--- config.mk ---
export PLATFORM = sky130hd
export DESIGN_NAME = frame_zero_counter
export DESIGN_NICKNAME = d
export VERILOG_FILES = /design/src/rtl/frame_zero_counter.sv
export SDC_FILE = /design/constraint.sdc
export NUM_CORES = 1
export LEC_CHECK = 0
export CORE_ASPECT_RATIO = 0.9
export CORE_MARGIN = 1.5
export CORE_UTILIZATION = 25
export DETAILED_ROUTE_END_ITERATION = 12
export PLACE_DENSITY = 0.48
export SYNTH_ARGS = -nofsm -noshare
export SYNTH_HDL_FRONTEND = slang
export SYNTH_SLANG_ARGS = --single-unit
--- constraint.sdc ---
create_clock -name clk -period 7.7 [get_ports clk]
set_input_delay 1.54 -clock clk [delete_from_list [all_inputs] [get_ports clk]]
set_output_delay 1.54 -clock clk [all_outputs]
set_load 0.02 [all_outputs]
--- src/rtl/frame_zero_counter.sv ---
// ============================================================================
// Module  : frame_zero_counter
// Brief   : Counts zero bits per byte and reports per-frame totals and lengths.
// Revision: 1.0
// ============================================================================
`default_nettype none

module frame_zero_counter #(
    parameter int FRAME_LEN = 16,
    parameter int CNT_W     = 8,
    parameter int LEN_W     = 5
) (
    input  logic             clk,
    input  logic             rst,
    input  logic [7:0]       in_data,
    input  logic             in_valid,
    input  logic             in_last,
    output logic             in_ready,
    output logic             out_valid,
    input  logic             out_ready,
    output logic [CNT_W-1:0] out_count,
    output logic [LEN_W-1:0] out_len
);

    typedef enum logic [0:0] {
        ACCUM = 1'b0,
        HOLD  = 1'b1
    } state_t;

    localparam logic [LEN_W-1:0] LAST_IDX = LEN_W'(FRAME_LEN - 1);

    state_t           state, state_next;
    logic [CNT_W-1:0] acc, acc_next;
    logic [LEN_W-1:0] byte_cnt, byte_cnt_next;
    logic             out_valid_next;
    logic [CNT_W-1:0] out_count_next;
    logic [LEN_W-1:0] out_len_next;
    logic             in_fire;
    logic [3:0]       zero_cnt;
    logic [CNT_W-1:0] acc_sum;

    function automatic logic [3:0] zeros(input logic [7:0] b);
        logic [3:0] n;
        n = 4'd0;
        for (int i = 0; i < 8; i++) begin
            n = n + {3'b000, ~b[i]};
        end
        return n;
    endfunction

    // Ready depends only on registered state and reset, never on out_ready.
    assign in_ready = (state == ACCUM) && !rst;
    assign in_fire  = in_valid && in_ready;
    assign zero_cnt = zeros(in_data);
    assign acc_sum  = acc + {{(CNT_W-4){1'b0}}, zero_cnt};

    always_comb begin
        state_next     = state;
        acc_next       = acc;
        byte_cnt_next  = byte_cnt;
        out_valid_next = out_valid;
        out_count_next = out_count;
        out_len_next   = out_len;
        case (state)
            ACCUM: begin
                if (in_fire) begin
                    if ((byte_cnt == LAST_IDX) || in_last) begin
                        out_count_next = acc_sum;
                        out_len_next   = byte_cnt + 1'b1;
                        out_valid_next = 1'b1;
                        acc_next       = '0;
                        byte_cnt_next  = '0;
                        state_next     = HOLD;
                    end else begin
                        acc_next       = acc_sum;
                        byte_cnt_next  = byte_cnt + 1'b1;
                    end
                end
            end
            HOLD: begin
                if (out_ready) begin
                    out_valid_next = 1'b0;
                    state_next     = ACCUM;
                end
            end
            default: begin
                state_next = ACCUM;
            end
        endcase
    end

    always_ff @(posedge clk) begin
        if (rst) begin
            state     <= ACCUM;
            acc       <= '0;
            byte_cnt  <= '0;
            out_valid <= 1'b0;
            out_count <= '0;
            out_len   <= '0;
        end else begin
            state     <= state_next;
            acc       <= acc_next;
            byte_cnt  <= byte_cnt_next;
            out_valid <= out_valid_next;
            out_count <= out_count_next;
            out_len   <= out_len_next;
        end
    end

endmodule

`default_nettype wire
* After elaboration in Yosys (flattened, before gate mapping)
Index checks and enable logic that the tools add are counted.
Cells by class: add/sub/neg operators 9, equal/unequal tests 4, muxes and demuxes 10, bitwise gates (word level) 9, reduce and logical (&&, ||, !) cells 7
Operators by type and width (number):
- $add A4 B1 Y4 | 4
- $not A1 Y1 | 9
- $add A8 B4 Y8 | 1
- $mux W8 | 1
- $mux W1 | 6
- $reduce_and A3 Y1 | 2
- $add A5 B1 Y5 const B | 1
- $eq A5 B4 Y1 const B | 1
- $mux W5 | 1
- $add A3 B1 Y4 | 1
- $ne A2 B2 Y1 const B | 2
- $pmux W1 S2 | 2
- $add A2 B1 Y3 | 1
- $add A1 B1 Y2 | 1
- $logic_and A1 B1 Y1 | 2
- $ne A2 B1 Y1 const B | 1
- $reduce_and A2 Y1 | 1
- $logic_not A1 Y1 | 1
- $logic_or A1 B1 Y1 | 1
Storage, ports and cells: bits in registers 28, input bits 13, output and inout bits 15, logic and storage cells 45

* Longest topological paths before layout
Gate-level depths: netlist of the first run.
depth after elaboration 10, depth in mapped cells 13, gate-level depth less buffers 13

* Worst setup path after synthesis of the first run
OpenSTA, ideal clock, no wires.
path kind in2reg, from input in_data[0], to register acc[4], library setup time 70 ps, arrival time 4653 ps, data required time 7630 ps, slack 2976 ps, stages 12, buffers on the path 0, path through fa_1 -> inv_1 -> fa_1 -> fa_1 -> inv_1 -> fa_1 -> fa_1 -> nand2b_1 -> nand2b_1 -> a21oi_1 -> or3_1 -> a21oi_1
On the way: longest elaborated chain between the ends 10
Ends and longest elaborated chain:
- from (decl) | RTL line 15 | input logic [7:0] in_data,
- $not A1 Y1 | RTL line 46 | n = n + {3'b000, ~b[i]};
- $add A1 B1 Y2 | RTL line 46
- $add A2 B1 Y3 | RTL line 46
- $add A3 B1 Y4 | RTL line 46
- $add A4 B1 Y4 (4 in series) | RTL line 46
- $add A8 B4 Y8 | RTL line 55 | assign acc_sum = acc + {{(CNT_W-4){1'b0}}, zero_cnt};
- $mux W8 | RTL line 67 | if ((byte_cnt == LAST_IDX) || in_last) begin
- to (signal assigned) | RTL line 102 | acc <= acc_next;
- to (decl) | RTL line 33 | logic [CNT_W-1:0] acc, acc_next;
Every way passes these cells. A chain may end at the register's enable or synchronous reset.

* Worst setup path in the final report of the first run
Same ends and word-level chain as after synthesis.

==> flow_metrics.tcl, run 1 <==
set metrics [dict create \
    synth_top_area_cell "dfxtp_1" \
    power_frac_comb_pct 23.9 \
    placed_area_um2 1810 \
    post_cts_buffers 0 \
    synth_ff_type "dfxtp_1" \
    async_flop_share_pct 0 \
    rsz0062_at_grt "false" \
    cts_tree "built" \
    routedWlPerCell_um 12.3 \
    internal-power_w 0.000232 \
    fin_util_pct 32.7 \
    grt_max_degree 28 \
    grt_pass1_vias 1123 \
    hold_viol 0 \
    initialDrtViolationCount 44 \
    ctsResizeCount 0 \
    stdcell_area_um2 1860 \
    drv_slew 0 \
    tightest_slew_ps 649 \
    grt.total_usage_pct 10.7 \
    power_density_nw_per_um2 174 \
    fin_tns_setup_ps 0 \
    ios 28 \
    worstHoldPathType "reg2reg" \
    synth_cells 163 \
    drc 0 \
    critPathMaxFanout 2 \
    rows 26 \
    wl_mm 3.20 \
    critPathRequiredTime_ps 7920 \
    p_switching_w 0.0000921 \
    cts_inserted_buffers 3 \
    critPathArrivalTime_ps 5230 \
    htree_levels 1 \
    seq_area_frac_synth_pct 37.9 \
    slew_headroom_pct 56.6 \
    ant_nets 0 \
    worstSetupEndpointType "flop" \
    syn_area_um2 1480 \
    synth_edf_count 0 \
    period_needed_ps 5010 \
    drive_gt1_share_pct 7.37 \
    grt_overflow 0 \
    rrSetupSlack_ps 4040 \
    clk_latency_ps 280 \
    post-route-period-util_pct 65.0 \
    ctsHoldBuffers 0 \
    sw_frac_of_total_pct 28.4 \
    worst_setup_path_start_kind "input pin" \
    syn_avg_cell_area_um2 9.07 \
    die_w_um 84.1 \
    drt-pass1-iter-count 4 \
    outcome "completed" \
    yosysWarnings 0 \
    clock_skew_ps 6.12 \
    clkTransAtPathRegs_ps 100 \
    cts_root_buffer "clkbuf_8" \
    p_leak_nw 0.716 \
    vias_per_cell 4.54 \
    num_vias 1180 \
    nets 217 \
    drv_cap 0 \
    syn_nets 189 \
    clkPwrFrac_pct 28.6 \
    start_util_pct 26.0 \
    synth_top_area_share_pct 37.9 \
    diodes 0 \
    hpwl_mm 2.38 \
    place.gp.congestion 0.714 \
    crit_type "in2reg" \
    synthTopCellsByArea "dfxtp_1 (38%), fa_1 (6.8%), ha_1 (6.8%)" \
    setup_viol 0 \
    die_h_um 76.0 \
    coreArea_um2 5690 \
    die-area_um2 6390 \
    power_frac_seq_pct 47.4 \
    ir_drop_v 0.0000788 \
    synth_seq_cells 28 \
    portBuffers 27 \
    syn2layout_area_growth_pct 25.9 \
    clock_path_buffers 2 \
    fmax_mhz 200 \
    holdWs_ps 461 \
    synth_cell_types 37 \
    antenna_found_initial 0 \
    cts.sinks 28 \
    grt_pass1_wl_mm 5.50 \
]
==> flip-flops by register name, indices dropped and copies added (netlist names) <==
register / cells
out_count: 8
acc: 8
out_len: 5
out_valid: 1
byte_cnt: 5
state: 1
==> cells in the mapped netlist (2+ instances only) <==
library cell and n:
a21oi_1 15, nor3_1 3, fa_1 5, a22oi_1 3, inv_1 14, nand3_1 5, xor2_1 2, nand2_1 7
nor2_1 25, clkbuf_1 2, dfxtp_1 28, a211oi_1 9, xnor2_1 5, o21ai_0 4, nand2b_1 3, buf_6 2
a32o_1 2, ha_1 8, or3_1 3
==> layout by cell type, fill, tap and decap left out, drive strengths merged, types with 5 or more instances in the layout <==
| cell type | n |
|---|---|
| xnor2 | 5 |
| clkdlybuf4s50 | 27 |
| dfxtp | 28 |
| fa | 5 |
| inv | 14 |
| a211oi | 9 |
| nand2 | 8 |
| nor2 | 27 |
| a21oi | 15 |
| nand3 | 5 |
| ha | 8 |
| o21ai | 6 |
==> power by group through the flow <==
| stage | sequential (W) | clock, W | combinational [W] |
|---|---|---|---|
| after floorplan | 0.000162 | 0 | 0.0000485 |
| after detailed placement | 0.000157 | 0 | 0.0000783 |
| final | 0.000154 | 0.0000930 | 0.0000777 |
| after CTS | 0.000154 | 0.0000968 | 0.0000793 |
| after global routing | 0.000155 | 0.000100 | 0.0000888 |
| after global placement | 0.000157 | 0 | 0.0000790 |
==> final timing paths <==
| kind | depth (start not counted) | to | start |
|---|---|---|---|
| worst max register to register | 13 | acc[4] | acc[0] |
| worst min-delay path | 2 | out_count[2] | out_count[2] |
| worst max-delay path | 13 | acc[4] | in_data[0] |
| worst min register to register | 2 | out_count[2] | out_count[2] |
==> cell families (layout without fill, tap and decap cells) <==
logic type	after synthesis	count (layout)	share of synthesized area, %
simple gates	55	55	19.5
flops	28	28	37.9
buf+inv	19	46	6.09
xor+xnor	7	7	4.15
fa+ha+maj	13	13	13.5
compound gates	41	41	18.9
==> area by class of cell <==
type	instances	area, um2
clock buffer	4	55.1
tap	70	87.6
multi-input combinational	116	828
sequential	28	561
fill	591	3830
inverter	14	52.6
timing repair buffer	28	278
==> through the flow <==
step / total power (W) / worst slack [ps] / cells
after floorplan: 0.000210 / 2980 / 163
after global placement: 0.000236 / 2450 / 256
after detailed placement: 0.000236 / 2370 / 256
after CTS: 0.000330 / 2670 / 260
after global routing: 0.000344 / 2490 / 260
final: 0.000325 / 2690 / 260
==> critical path, cell delays in order <==
cell and delay (ps):
clkdlybuf4s50_1 430, fa_1 530, inv_1 50, fa_1 480, fa_1 520, inv_1 50
fa_1 400, fa_1 410, nand2b_1 180, nand2b_1 100, a21oi_1 90, or3_1 320
a21oi_1 140
==> per-layer routing <==
| metal | routed length, um | global-route usage [%] | up-vias |
|---|---|---|---|
| li1 | - | - | 620 |
| met1 | 1710 | 16.1 | 537 |
| met2 | 1310 | 15.0 | 18 |
| met3 | 148 | 2.94 | 5 |
| met4 | 31 | 2.46 | 0 |
| met5 | 0 | 0 | - |
No activity file was read; power rests on OpenSTA's default activity.
==> inputs of run 2 (changes only) <==
PLACE_DENSITY = 0.5   (was 0.48)
clock period = 4.05 ns   (was 7.7 ns; I/O delays follow)
==> flow_metrics.tcl, run 2 (synthesized netlist as in run 1, its figures left out) <==
set metrics [dict create \
    worstHoldPathType "reg2reg" \
    period_needed_ps 3930 \
    antenna_found_initial 0 \
    reg.largest.list "acc (8), out_count (8)" \
    cts_tree "built" \
    power_w 0.000614 \
    hold_viol 0 \
    drv_slew 0 \
    critPathRequiredTime_ps 4260 \
    ctsHoldBuffers 0 \
    layout_commonest_cell "dfxtp_1" \
    hpwl_mm 2.44 \
    die_w_um 84.1 \
    drv_cap 0 \
    final_cell_mix "dfxtp_1 (28), nor2_1 (25), clkdlybuf4s50_1 (25)" \
    fmax_mhz 255 \
    reg2reg_to "acc[4]" \
    drc 0 \
    min_from "out_count[2]" \
    worstSetupEndpointType "flop" \
    syn2layout_area_growth_pct 30.4 \
    die_h_um 76.0 \
    placed_area_um2 1840 \
    cts.sinks 28 \
    num_vias 1209 \
    critPathArrivalTime_ps 4140 \
    clock_path_buffers 2 \
    grt.total_usage_pct 11.4 \
    r2r-start "acc[0]" \
    diodes 0 \
    critPathMaxFanout 2 \
    crit_type "in2reg" \
    ios 28 \
    r2r_cells 13 \
    power_density_nw_per_um2 318 \
    p_leak_nw 0.750 \
    ir_drop_v 0.000169 \
    grt_overflow 0 \
    rrSetupSlack_ps 580 \
    ant_nets 0 \
    hold_end "out_count[2]" \
    grt_pass1_vias 1243 \
    rsz0062_at_grt "false" \
    drt-pass1-iter-count 4 \
    cts_root_buffer "clkbuf_8" \
    post-route-period-util_pct 97.0 \
    tightest_slew_ps 739 \
    stdcell_area_um2 1930 \
    coreArea_um2 5690 \
    setup_viol 0 \
    htree_levels 1 \
    cts_inserted_buffers 3 \
    grt_pass1_wl_mm 5.90 \
    rows 26 \
    place.gp.congestion 0.787 \
    start_util_pct 26.0 \
    vias_per_cell 4.58 \
    worst_setup_path_start_kind "input pin" \
    routedWlPerCell_um 12.9 \
    nets 222 \
    slew_headroom_pct 50.4 \
    outcome "completed" \
    clk_latency_ps 270 \
    fin_util_pct 33.9 \
    grt_max_degree 27 \
    drive_gt1_share_pct 13.9 \
    holdWs_ps 467 \
    die-area_um2 6390 \
    place_inst 260 \
    clock_skew_ps 1.76 \
    fill_cells 594 \
    initialDrtViolationCount 46 \
    hold_depth 2 \
    clkTransAtPathRegs_ps 90 \
    wl_mm 3.39 \
    portBuffers 27 \
    stdcell_count 264 \
]
run 2: changes by cell type in the layout (fill, tap and decap cells not counted), moves of 2 or more:
cell / delta
nand2b_4: +2
fa_1: -2
a21oi_2: +3
clkdlybuf4s50_1: -2
a21oi_1: -3
fa_2: +2
buf_4: +5
nand2b_1: -2
run 2: layout make-up:
cell class                 instances  area, um2  area share [%]
multi-input combinational        116        870            45.1
sequential                        28        561            29.1
timing repair buffer              33        317            16.4
tap                               70       87.6            4.54
inverter                          14       52.6            2.73
clock buffer                       3       41.3            2.14
run 2: repair_timing:
| item | CTS | global route |
|---|---|---|
| setup endpoints to repair | 4 | 8 |
| setup buffers | 1 | 0 |
| gates resized for setup | 6 | 6 |
| pin swaps | 4 | 8 |
run 2: how the worst max path moves through the flow:
stage	start	endpoint	slack (ps)
2_1_floorplan	in_data[0]	acc[4]	60
3_3_place_gp	in_data[0]	acc[4]	-430
3_5_place_dp	in_data[0]	acc[4]	-480
4_1_cts	in_data[2]	out_count[6]	5
5_1_grt	in_data[0]	acc[4]	9
6_report	in_data[0]	acc[4]	120
run 2: through the flow:
step	setup WS, ps	TNS [ps]
after floorplan	56.5	0
after global placement	-433	-2800
after detailed placement	-485	-3200
after CTS	5.03	0
after global routing	8.97	0
final	122	0
run 2: critical path, stage by stage:
cell           delay (ps)
dlygate4sd2_1         250
fa_1                  530
inv_1                  50
fa_1                  460
fa_1                  490
inv_1                  50
fa_2                  340
fa_2                  350
nand2b_4              160
nand2b_4               80
a21oi_2                60
or3_1                 370
a21oi_2               140
run 2: routing by layer:
metal  track usage [%]  share of wire, %  vias up
li1                  -                 -      627
met1              15.5                51      559
met2              18.2                44       19
met3              2.18               3.1        4
met4              3.44               1.7        0
met5                 0                 0        -
run 2: power by group:
part	internal, W	switching (W)
clock	0.0000667	0.0000825
sequential	0.000286	0.00000669
combinational	0.0000845	0.0000874
==> inputs of run 3 (changes only) <==
CTS_CLUSTER_SIZE = 24   (was unset)
DONT_BUFFER_PORTS = 1   (was unset)
PLACE_DENSITY = 0.44   (was 0.5)
==> flow_metrics.tcl, run 3 (synthesized netlist as in run 1, its figures left out) <==
set metrics [dict create \
    outcome "completed" \
    ctsHoldBuffers 0 \
    placed_area_um2 1550 \
    clkPwrFrac_pct 35.1 \
    p_switching_w 0.000174 \
    hpwl_mm 2.26 \
    diodes 0 \
    regArea_um2 561 \
    fin_tns_setup_ps 0 \
    antenna_found_initial 0 \
    drv_cap 0 \
    power_density_nw_per_um2 397 \
    final_cell_mix "dfxtp_1 (28), nor2_1 (25), a21oi_1 (15)" \
    portBuffers 0 \
    rows 26 \
    fin_util_pct 28.5 \
    drc 0 \
    die_w_um 84.1 \
    p_leak_nw 0.633 \
    power_frac_comb_pct 17.9 \
    period_needed_ps 3790 \
    fill_cells 607 \
    stdcell_area_um2 1620 \
    nets 192 \
    grt_max_degree 28 \
    cts_inserted_buffers 3 \
    sw_frac_of_total_pct 26.9 \
    grt_pass1_wl_mm 5.12 \
    setup_viol 0 \
    reg.largest.list "acc (8), out_count (8)" \
    die-area_um2 6390 \
    stdcell_count 235 \
    syn2layout_area_growth_pct 9.73 \
    grt_overflow 0 \
    fmax_mhz 264 \
    place_inst 231 \
    drv_slew 0 \
    critPathMaxFanout 3 \
    clk_latency_ps 280 \
    htree_levels 1 \
    ios 28 \
    wl_mm 3.07 \
    grt.total_usage_pct 10.1 \
    layout_commonest_cell "dfxtp_1" \
    start_util_pct 26.0 \
    ctsResizeCount 0 \
    clock_path_buffers 2 \
    grt_pass1_vias 1021 \
    drt-pass1-iter-count 4 \
    clock_skew_ps 2.09 \
    slew_headroom_pct 46.1 \
    post-route-period-util_pct 93.5 \
    routedWlPerCell_um 13.0 \
    crit_type "in2reg" \
    initialDrtViolationCount 71 \
    power_frac_seq_pct 47.0 \
    internal-power_w 0.000471 \
    vias_per_cell 4.67 \
    worst_setup_path_start_kind "input pin" \
    holdWs_ps 495 \
    hold_viol 0 \
    cts_root_buffer "clkbuf_8" \
    clkTransAtPathRegs_ps 100 \
    coreArea_um2 5690 \
    critPathRequiredTime_ps 4250 \
    post_cts_buffers 0 \
    ir_drop_v 0.000203 \
    tightest_slew_ps 803 \
    worstHoldPathType "reg2reg" \
    die_h_um 76.0 \
    critPathArrivalTime_ps 3990 \
    cts_tree "built" \
    place.gp.congestion 0.737 \
    ant_nets 0 \
    worstSetupEndpointType "flop" \
    multi_input_area_um2 828 \
    drive_gt1_share_pct 9.70 \
    rsz0062_at_grt "false" \
    cts.sinks 28 \
    num_vias 1098 \
]
-- run 3: worst paths after layout --
check	endpoint	cells after the start	slack, ps	start
min reg2reg	byte_cnt[4]	2	490	byte_cnt[4]
min	byte_cnt[4]	2	490	byte_cnt[4]
max reg2reg	out_count[6]	13	420	acc[0]
max	out_count[6]	12	260	in_data[0]
-- run 3: through the flow --
step	total power (W)	setup WS [ps]
3_5_place_dp	0.000427	-49.2
3_3_place_gp	0.000424	11.7
6_report	0.000644	265
2_1_floorplan	0.000399	56.5
5_1_grt	0.000685	148
4_1_cts	0.000658	254
-- run 3: area by class of cell --
| type | count | share of cell area, % |
|---|---|---|
| sequential | 28 | 34.5 |
| timing repair buffer | 3 | 1.39 |
| multi-input combinational | 116 | 51.0 |
| inverter | 14 | 3.24 |
| tap | 70 | 5.40 |
| clock buffer | 3 | 2.54 |
| clock inverter | 1 | 1.85 |
-- run 3: layer usage --
| metal | track usage, % | routed length, um | vias up | share of wire, % |
|---|---|---|---|---|
| met5 | 0 | 0 | - | 0 |
| li1 | - | - | 571 | - |
| met2 | 15.1 | 1330 | 17 | 43 |
| met1 | 13.5 | 1530 | 508 | 50 |
| met4 | 2.46 | 33 | 0 | 1.1 |
| met3 | 4.03 | 174 | 2 | 5.7 |
-- run 3: critical path: stages --
cell and delay, ps:
fa_1 510, inv_1 50, fa_1 470, fa_1 510, inv_1 50, fa_1 400, fa_1 400, nand2b_1 170
a21oi_1 160, buf_4 150, xnor2_1 70, a211oi_1 230
-- run 3: power groups by stage --
stage | registers, W | logic (W) | clock network, W
final | 0.000303 | 0.000115 | 0.000226
after global routing | 0.000305 | 0.000133 | 0.000247
after CTS | 0.000303 | 0.000120 | 0.000235
after detailed placement | 0.000310 | 0.000118 | 0
after global placement | 0.000310 | 0.000115 | 0
after floorplan | 0.000307 | 0.0000922 | 0
